==> src/rtl/d_reg_pkg.sv <==
// Shared mode encodings for the register bank, its channels and the bench.
package d_reg_pkg;
   localparam logic [1:0] MODE_HOLD = 2'b00;
   localparam logic [1:0] MODE_LOAD = 2'b01;
   localparam logic [1:0] MODE_SHL  = 2'b10;
   localparam logic [1:0] MODE_SHR  = 2'b11;
endpackage

==> src/rtl/d_reg_bank_if.sv <==
// Bus bundle for the register bank: shared controls, per-channel data, handshake and status.
interface d_reg_bank_if #(
   parameter int WIDTH = 8,
   parameter int NCH   = 4
);
   logic                   clr;
   logic [1:0]             mode;
   logic [NCH-1:0]         en;
   logic [NCH*WIDTH-1:0]   d;
   logic [NCH-1:0]         sin;
   logic [NCH*WIDTH-1:0]   q;
   logic [NCH*WIDTH-1:0]   qc;
   logic [NCH-1:0]         sout;
   logic [NCH-1:0]         valid;
   logic [NCH-1:0]         ready;
   logic [NCH-1:0]         ovf;

   modport master (output clr, mode, en, d, sin, ready,
                   input  q, qc, sout, valid, ovf);
   modport slave  (input  clr, mode, en, d, sin, ready,
                   output q, qc, sout, valid, ovf);
endinterface

==> src/rtl/d_reg_chan.sv <==
// One storage channel: data register with load/shift, valid/overflow flags,
// optional load-time bypass and serial-out selection.
module d_reg_chan
   import d_reg_pkg::*;
#(
   parameter int WIDTH  = 8,
   parameter int TRANSP = 0
) (
   input  logic             clk,
   input  logic             rst,
   input  logic             i_clr,
   input  logic [1:0]       i_mode,
   input  logic             i_en,
   input  logic [WIDTH-1:0] i_d,
   input  logic             i_sin,
   input  logic             i_ready,
   output logic [WIDTH-1:0] o_q,
   output logic [WIDTH-1:0] o_qc,
   output logic             o_sout,
   output logic             o_valid,
   output logic             o_ovf
);
   logic [WIDTH-1:0] r_q;
   logic             r_valid;
   logic             r_ovf;
   logic             w_load;
   logic [WIDTH-1:0] w_q;

   assign w_load = (i_mode == MODE_LOAD) && i_en;

   always_ff @(posedge clk) begin
      if (rst || i_clr) begin
         r_q     <= '0;
         r_valid <= 1'b0;
         r_ovf   <= 1'b0;
      end else begin
         if (i_en) begin
            case (i_mode)
               MODE_LOAD: r_q <= i_d;
               MODE_SHL:  r_q <= {r_q[WIDTH-2:0], i_sin};
               MODE_SHR:  r_q <= {i_sin, r_q[WIDTH-1:1]};
               default:   r_q <= r_q;
            endcase
         end
         // A load always re-arms valid, so a same-cycle accept never loses the new word.
         if (w_load)
            r_valid <= 1'b1;
         else if (r_valid && i_ready)
            r_valid <= 1'b0;
         if (w_load && r_valid && !i_ready)
            r_ovf <= 1'b1;
      end
   end

   assign w_q     = ((TRANSP != 0) && w_load && !rst && !i_clr) ? i_d : r_q;
   assign o_q     = w_q;
   assign o_qc    = ~w_q;
   assign o_sout  = (i_mode == MODE_SHL) ? w_q[WIDTH-1] :
                    (i_mode == MODE_SHR) ? w_q[0] : 1'b0;
   assign o_valid = r_valid;
   assign o_ovf   = r_ovf;
endmodule

==> src/rtl/d_reg_bank.sv <==
// NCH independent storage channels sharing mode/clear/reset; the top only slices the bus.
module d_reg_bank
   import d_reg_pkg::*;
#(
   parameter int WIDTH  = 8,
   parameter int NCH    = 4,
   parameter int TRANSP = 0
) (
   input  logic         clk,
   input  logic         rst,
   d_reg_bank_if.slave  bus
);
   for (genvar c = 0; c < NCH; c++) begin : g_chan
      d_reg_chan #(
         .WIDTH  (WIDTH),
         .TRANSP (TRANSP)
      ) u_chan (
         .clk     (clk),
         .rst     (rst),
         .i_clr   (bus.clr),
         .i_mode  (bus.mode),
         .i_en    (bus.en[c]),
         .i_d     (bus.d[c*WIDTH +: WIDTH]),
         .i_sin   (bus.sin[c]),
         .i_ready (bus.ready[c]),
         .o_q     (bus.q[c*WIDTH +: WIDTH]),
         .o_qc    (bus.qc[c*WIDTH +: WIDTH]),
         .o_sout  (bus.sout[c]),
         .o_valid (bus.valid[c]),
         .o_ovf   (bus.ovf[c])
      );
   end
endmodule

==> src/flat_wrapper.sv <==
// flat-port wrapper written by rule: the top's interface ports become plain ports
module d_reg_bank_flat import d_reg_pkg::*;
#(
   parameter int WIDTH  = 8,
   parameter int NCH    = 4,
   parameter int TRANSP = 0
)
  (clk, rst, bus_clr, bus_mode, bus_en, bus_d, bus_sin, bus_ready, bus_q, bus_qc, bus_sout, bus_valid, bus_ovf);
  d_reg_bank_if #(.WIDTH(WIDTH), .NCH(NCH)) bus_i ();
  input  logic clk;
  input  logic rst;
  input wire logic [$bits(bus_i.clr)-1:0] bus_clr;
  input wire logic [$bits(bus_i.mode)-1:0] bus_mode;
  input wire logic [$bits(bus_i.en)-1:0] bus_en;
  input wire logic [$bits(bus_i.d)-1:0] bus_d;
  input wire logic [$bits(bus_i.sin)-1:0] bus_sin;
  input wire logic [$bits(bus_i.ready)-1:0] bus_ready;
  output wire logic [$bits(bus_i.q)-1:0] bus_q;
  output wire logic [$bits(bus_i.qc)-1:0] bus_qc;
  output wire logic [$bits(bus_i.sout)-1:0] bus_sout;
  output wire logic [$bits(bus_i.valid)-1:0] bus_valid;
  output wire logic [$bits(bus_i.ovf)-1:0] bus_ovf;
  assign bus_i.clr = bus_clr;
  assign bus_i.mode = bus_mode;
  assign bus_i.en = bus_en;
  assign bus_i.d = bus_d;
  assign bus_i.sin = bus_sin;
  assign bus_i.ready = bus_ready;
  assign bus_q = bus_i.q;
  assign bus_qc = bus_i.qc;
  assign bus_sout = bus_i.sout;
  assign bus_valid = bus_i.valid;
  assign bus_ovf = bus_i.ovf;
  d_reg_bank #(.WIDTH(WIDTH), .NCH(NCH), .TRANSP(TRANSP)) u_core (.clk(clk), .rst(rst), .bus(bus_i));
endmodule
==> config.mk <==
export PLATFORM = sky130hd
export DESIGN_NAME = d_reg_bank_flat
export DESIGN_NICKNAME = d
export VERILOG_FILES = /design/src/rtl/d_reg_pkg.sv /design/src/rtl/d_reg_bank_if.sv /design/src/rtl/d_reg_chan.sv /design/src/rtl/d_reg_bank.sv /design/src/flat_wrapper.sv
export SDC_FILE = /design/constraint.sdc
export NUM_CORES = 1
export LEC_CHECK = 0
export ABC_CLOCK_PERIOD_IN_PS = 2600
export BUFFER_PORTS_ARGS = -buffer_cell sky130_fd_sc_hd__buf_2
export CORE_MARGIN = 4
export CORE_UTILIZATION = 50
export DETAILED_ROUTE_END_ITERATION = 10
export PLACE_DENSITY_LB_ADDON = 0.08
export SLEW_MARGIN = 20
export SYNTH_ARGS = -nofsm -noshare
export SYNTH_HDL_FRONTEND = slang
export SYNTH_SLANG_ARGS = --single-unit
==> constraint.sdc <==
create_clock -name clk -period 2.6 [get_ports clk]
set_input_delay 0 -clock clk [delete_from_list [all_inputs] [get_ports clk]]
set_output_delay 0 -clock clk [all_outputs]
set_load 0.01 [all_outputs]
==> impl_metrics.yaml <==
clock_network:
  clkSlewWorstSetupHoldPaths_ns: 0.08
  clock_tree.root_cell: "clkbuf_8"
  cts.sink_count: 40
  cts.repair_timing.setup_buffer_count: 0
  total_number_of_h_tree_levels: 2
  tritoncts: "yes"
  cts-buffers-inserted: 5
  ctsLongestPathBuffers: 2
  clkLatencyLatePin_ns: 0.28
critical_path:
  critPathRequiredTime_ns: 2.73
  cp_data_arrival_time_ns: 1.38
  critical_path.cell_chain: "buf_2, buf_12, mux2_2, o22ai_1, nor3_1"
  critical_path.startpoint_type: "input pin"
  slowest_stage: "buf_2"
  worst-setup-path-type: "input pin to flip-flop"
  type_of_destination_of_the_critical_path: "flip-flop"
  critical_path.n_buffers_inverters: 2
  timing.reg2reg.worst_path_depth: 3
  timing.critical_path.depth: 5
  peak_per_stage_delay_on_the_critical_path_ns: 0.52
  worst_path_dominant_cell_family: "buffers and inverters"
  largest_fanout_of_any_net_on_the_critical_path: 25
drt:
  via_count: 2330
  detail-route-antenna-nets: 0
  initialDrtViolationCount: 76
  drt_first_pass_iters: 4
  drc_errors: 0
  route.detailed.wl_per_inst_um: 13.5
  routed_wl_um: 6370
  route.detailed.vias_per_inst: 4.94
outcome:
  outcome: "finished clean"
timing:
  setup_slack_ns: 1.35
  setup_viol: 0
  final-max-slew-violation-count: 0
  final.setup.tns_ns: 0
  tcrit_tclk_final_pct: 48.0
  tightest_slew_ns: 1.03
  period_minus_slack_ns: 1.25
  report.final.hold_viol_count: 0
  maxSlewHeadroom_pct: 31.6
  max_freq_mhz: 802
  fin_worst_skew_ns: 0.00254
  grt_setup_unrepaired: "false"
power:
  cellLeakagePower_uw: 0.00160
  power.density_nw_per_um2: 442
  power.ir.vdd_worst_mv: 0.388
job:
  maxCapViolCount: 0
layout:
  antenna_diode_count: 0
  register_area_um2: 801
  mostFrequentLayoutCell: "buf_2"
  fin_util_pct: 73.0
  fin_area_um2: 3520
  drive_above_1_share_pct: 51.1
  area_of_the_multi_input_gates_um2: 1400
  fill_cells: 385
  layout_common_cells: "124 x buf_2, 40 x dfxtp_1, 36 x nor2_1"
  layout.nets: 453
  fin_cells: 472
  syn_to_final_growth_pct: 38.4
grt:
  grt_start_max_net_pins: 41
  globalRouteTotalUtil_pct: 20.5
  grt_antenna_before_repair: 0
  grt_pass1_wl_um: 10500
  first_global_vias: 2303
  grt-ovfl-total: 0
die:
  core_region_area_um2: 4820
  die_h_um: 79.3
  io-pin-count: 125
  rows: 25
  design.die.area_um2: 6280
  initial_utilization_pct: 52.7
  die_width_um: 79.3
logic_synthesis:
  post_synth_inst_count: 262
  mappedNetlistArea_um2: 2540
  ys_seq_area_share_pct: 31.5
  total_nets_after_synthesis: 311
  ys.warnings.count: 0
  syn_area_per_cell_um2: 9.69
  yosys.cell_types.count: 33
  largest_family_of_logic_cells_by_synthesized_area: "simple AND/OR/NAND/NOR gates"
  synth.ff_latch_count: 40
  synth_xor_xnor_area_share_pct: 0
  synth-adder-area-share_pct: 0
  synth_simple_gate_area_share_pct: 22.5
  post_synth_mux_area_share_pct: 19.2
  synth-compound-area-share_pct: 13.6
placed_design:
  gp_weighted_congestion: 0.763
  post-dp-hpwl_um: 4370
  port-buffer-count: 124
  placement.setup.worst_slack_ns: 1.05
  post_dp_cell_area_um2: 3050
  placed_cells: 430
hold_path:
  min_path_cells: 3
  worstHoldPathType: "input pin to flip-flop"
per-stage QoR:
stage               hold slack [ns]  total power [uW]
floorplan                     0.151               889
global placement              0.237               975
detailed placement            0.244               980
CTS                         0.00201              1580
global route                 0.0171              1630
finish                       0.0108              1550
Yosys cell counts:
| master | number | share of area (%) |
|---|---|---|
| nand2_4 | 1 | 0.44 |
| o22ai_1 | 27 | 6.7 |
| and2b_2 | 1 | 0.34 |
| o21ba_2 | 4 | 1.6 |
| nor2b_1 | 4 | 0.99 |
| nand2b_1 | 4 | 0.99 |
| buf_1 | 1 | 0.15 |
| nor2_1 | 36 | 5.3 |
| nor4bb_1 | 1 | 0.39 |
| nor3_2 | 24 | 9.5 |
| mux2_4 | 26 | 15 |
| o22ai_2 | 4 | 2.0 |
| a21oi_1 | 4 | 0.79 |
| clkbuf_1 | 1 | 0.15 |
| nand2_2 | 1 | 0.25 |
| buf_2 | 4 | 0.79 |
| o21a_4 | 4 | 2.4 |
| buf_6 | 2 | 0.89 |
| mux2i_1 | 4 | 1.6 |
| buf_4 | 12 | 3.5 |
| nand3b_4 | 1 | 0.79 |
| mux2_1 | 1 | 0.44 |
| or2_1 | 1 | 0.25 |
| nand2_1 | 2 | 0.30 |
| inv_1 | 32 | 4.7 |
| mux2_2 | 4 | 1.8 |
| dfxtp_1 | 40 | 32 |
| nor3_1 | 7 | 1.4 |
| buf_8 | 1 | 0.59 |
| buf_12 | 3 | 2.4 |
| nor4_1 | 1 | 0.25 |
| a211oi_1 | 1 | 0.30 |
| nand3b_2 | 3 | 1.3 |
worst paths after layout:
path                                          startpoint                                           end  slack (ns)
max                                          bus_mode[0]   u_core.g_chan[2].u_chan.o_q[6]$_SDFFE_PP0P_        1.35
min                                         bus_ready[1]  u_core.g_chan[1].u_chan.o_valid$_SDFFE_PP0P_        0.01
max reg2reg  u_core.g_chan[0].u_chan.o_q[4]$_SDFFE_PP0P_   u_core.g_chan[0].u_chan.o_q[5]$_SDFFE_PP0P_        1.60
min reg2reg   u_core.g_chan[0].u_chan.o_ovf$_SDFFE_PP0P_    u_core.g_chan[0].u_chan.o_ovf$_SDFFE_PP0P_        0.48
cell type report:
| type | instances | area share (%) |
|---|---|---|
| Timing Repair Buffer | 159 | 27.9 |
| Multi-Input combinational cell | 166 | 39.9 |
| Tap cell | 67 | 2.38 |
| Inverter | 32 | 3.42 |
| Sequential cell | 40 | 22.8 |
| Clock buffer | 7 | 2.74 |
| Clock inverter | 1 | 0.854 |
where the power goes:
| group | leakage [uW] | internal (uW) | switching [uW] | total (uW) |
|---|---|---|---|---|
| logic | 0.00121 | 186 | 157 | 343 |
| registers | 0.000326 | 634 | 27.5 | 661 |
| clock network | 0.0000645 | 339 | 209 | 548 |
tightest hold or removal path: stages:
cell and delay, ns:
buf_2 0.07, nand2b_1 0.11, a21oi_1 0.07
logic make-up after synthesis:
family / count (synthesis)
flops: 40
mux: 35
buf+inv: 56
simple gates: 87
compound gates: 44
timing repair:
item,4_1_cts,5_1_grt
hold endpoints to repair,34,0
setup endpoints to repair,0,0
resized for setup,0,0
hold buffers,34,0
sequential cells by signal, summed over array words and instances (netlist names):
register / count
u_core.g_chan.u_chan.o_q: 32
u_core.g_chan.u_chan.o_ovf: 4
u_core.g_chan.u_chan.o_valid: 4
per-layer routing:
| metal | share of wire (%) | global-route usage, % |
|---|---|---|
| met5 | 0 | 0 |
| met4 | 1.0 | 5.84 |
| met3 | 5.8 | 4.42 |
| met2 | 49 | 36.6 |
| met1 | 44 | 24.7 |
Note: power is estimated with default switching activity, not from simulation.
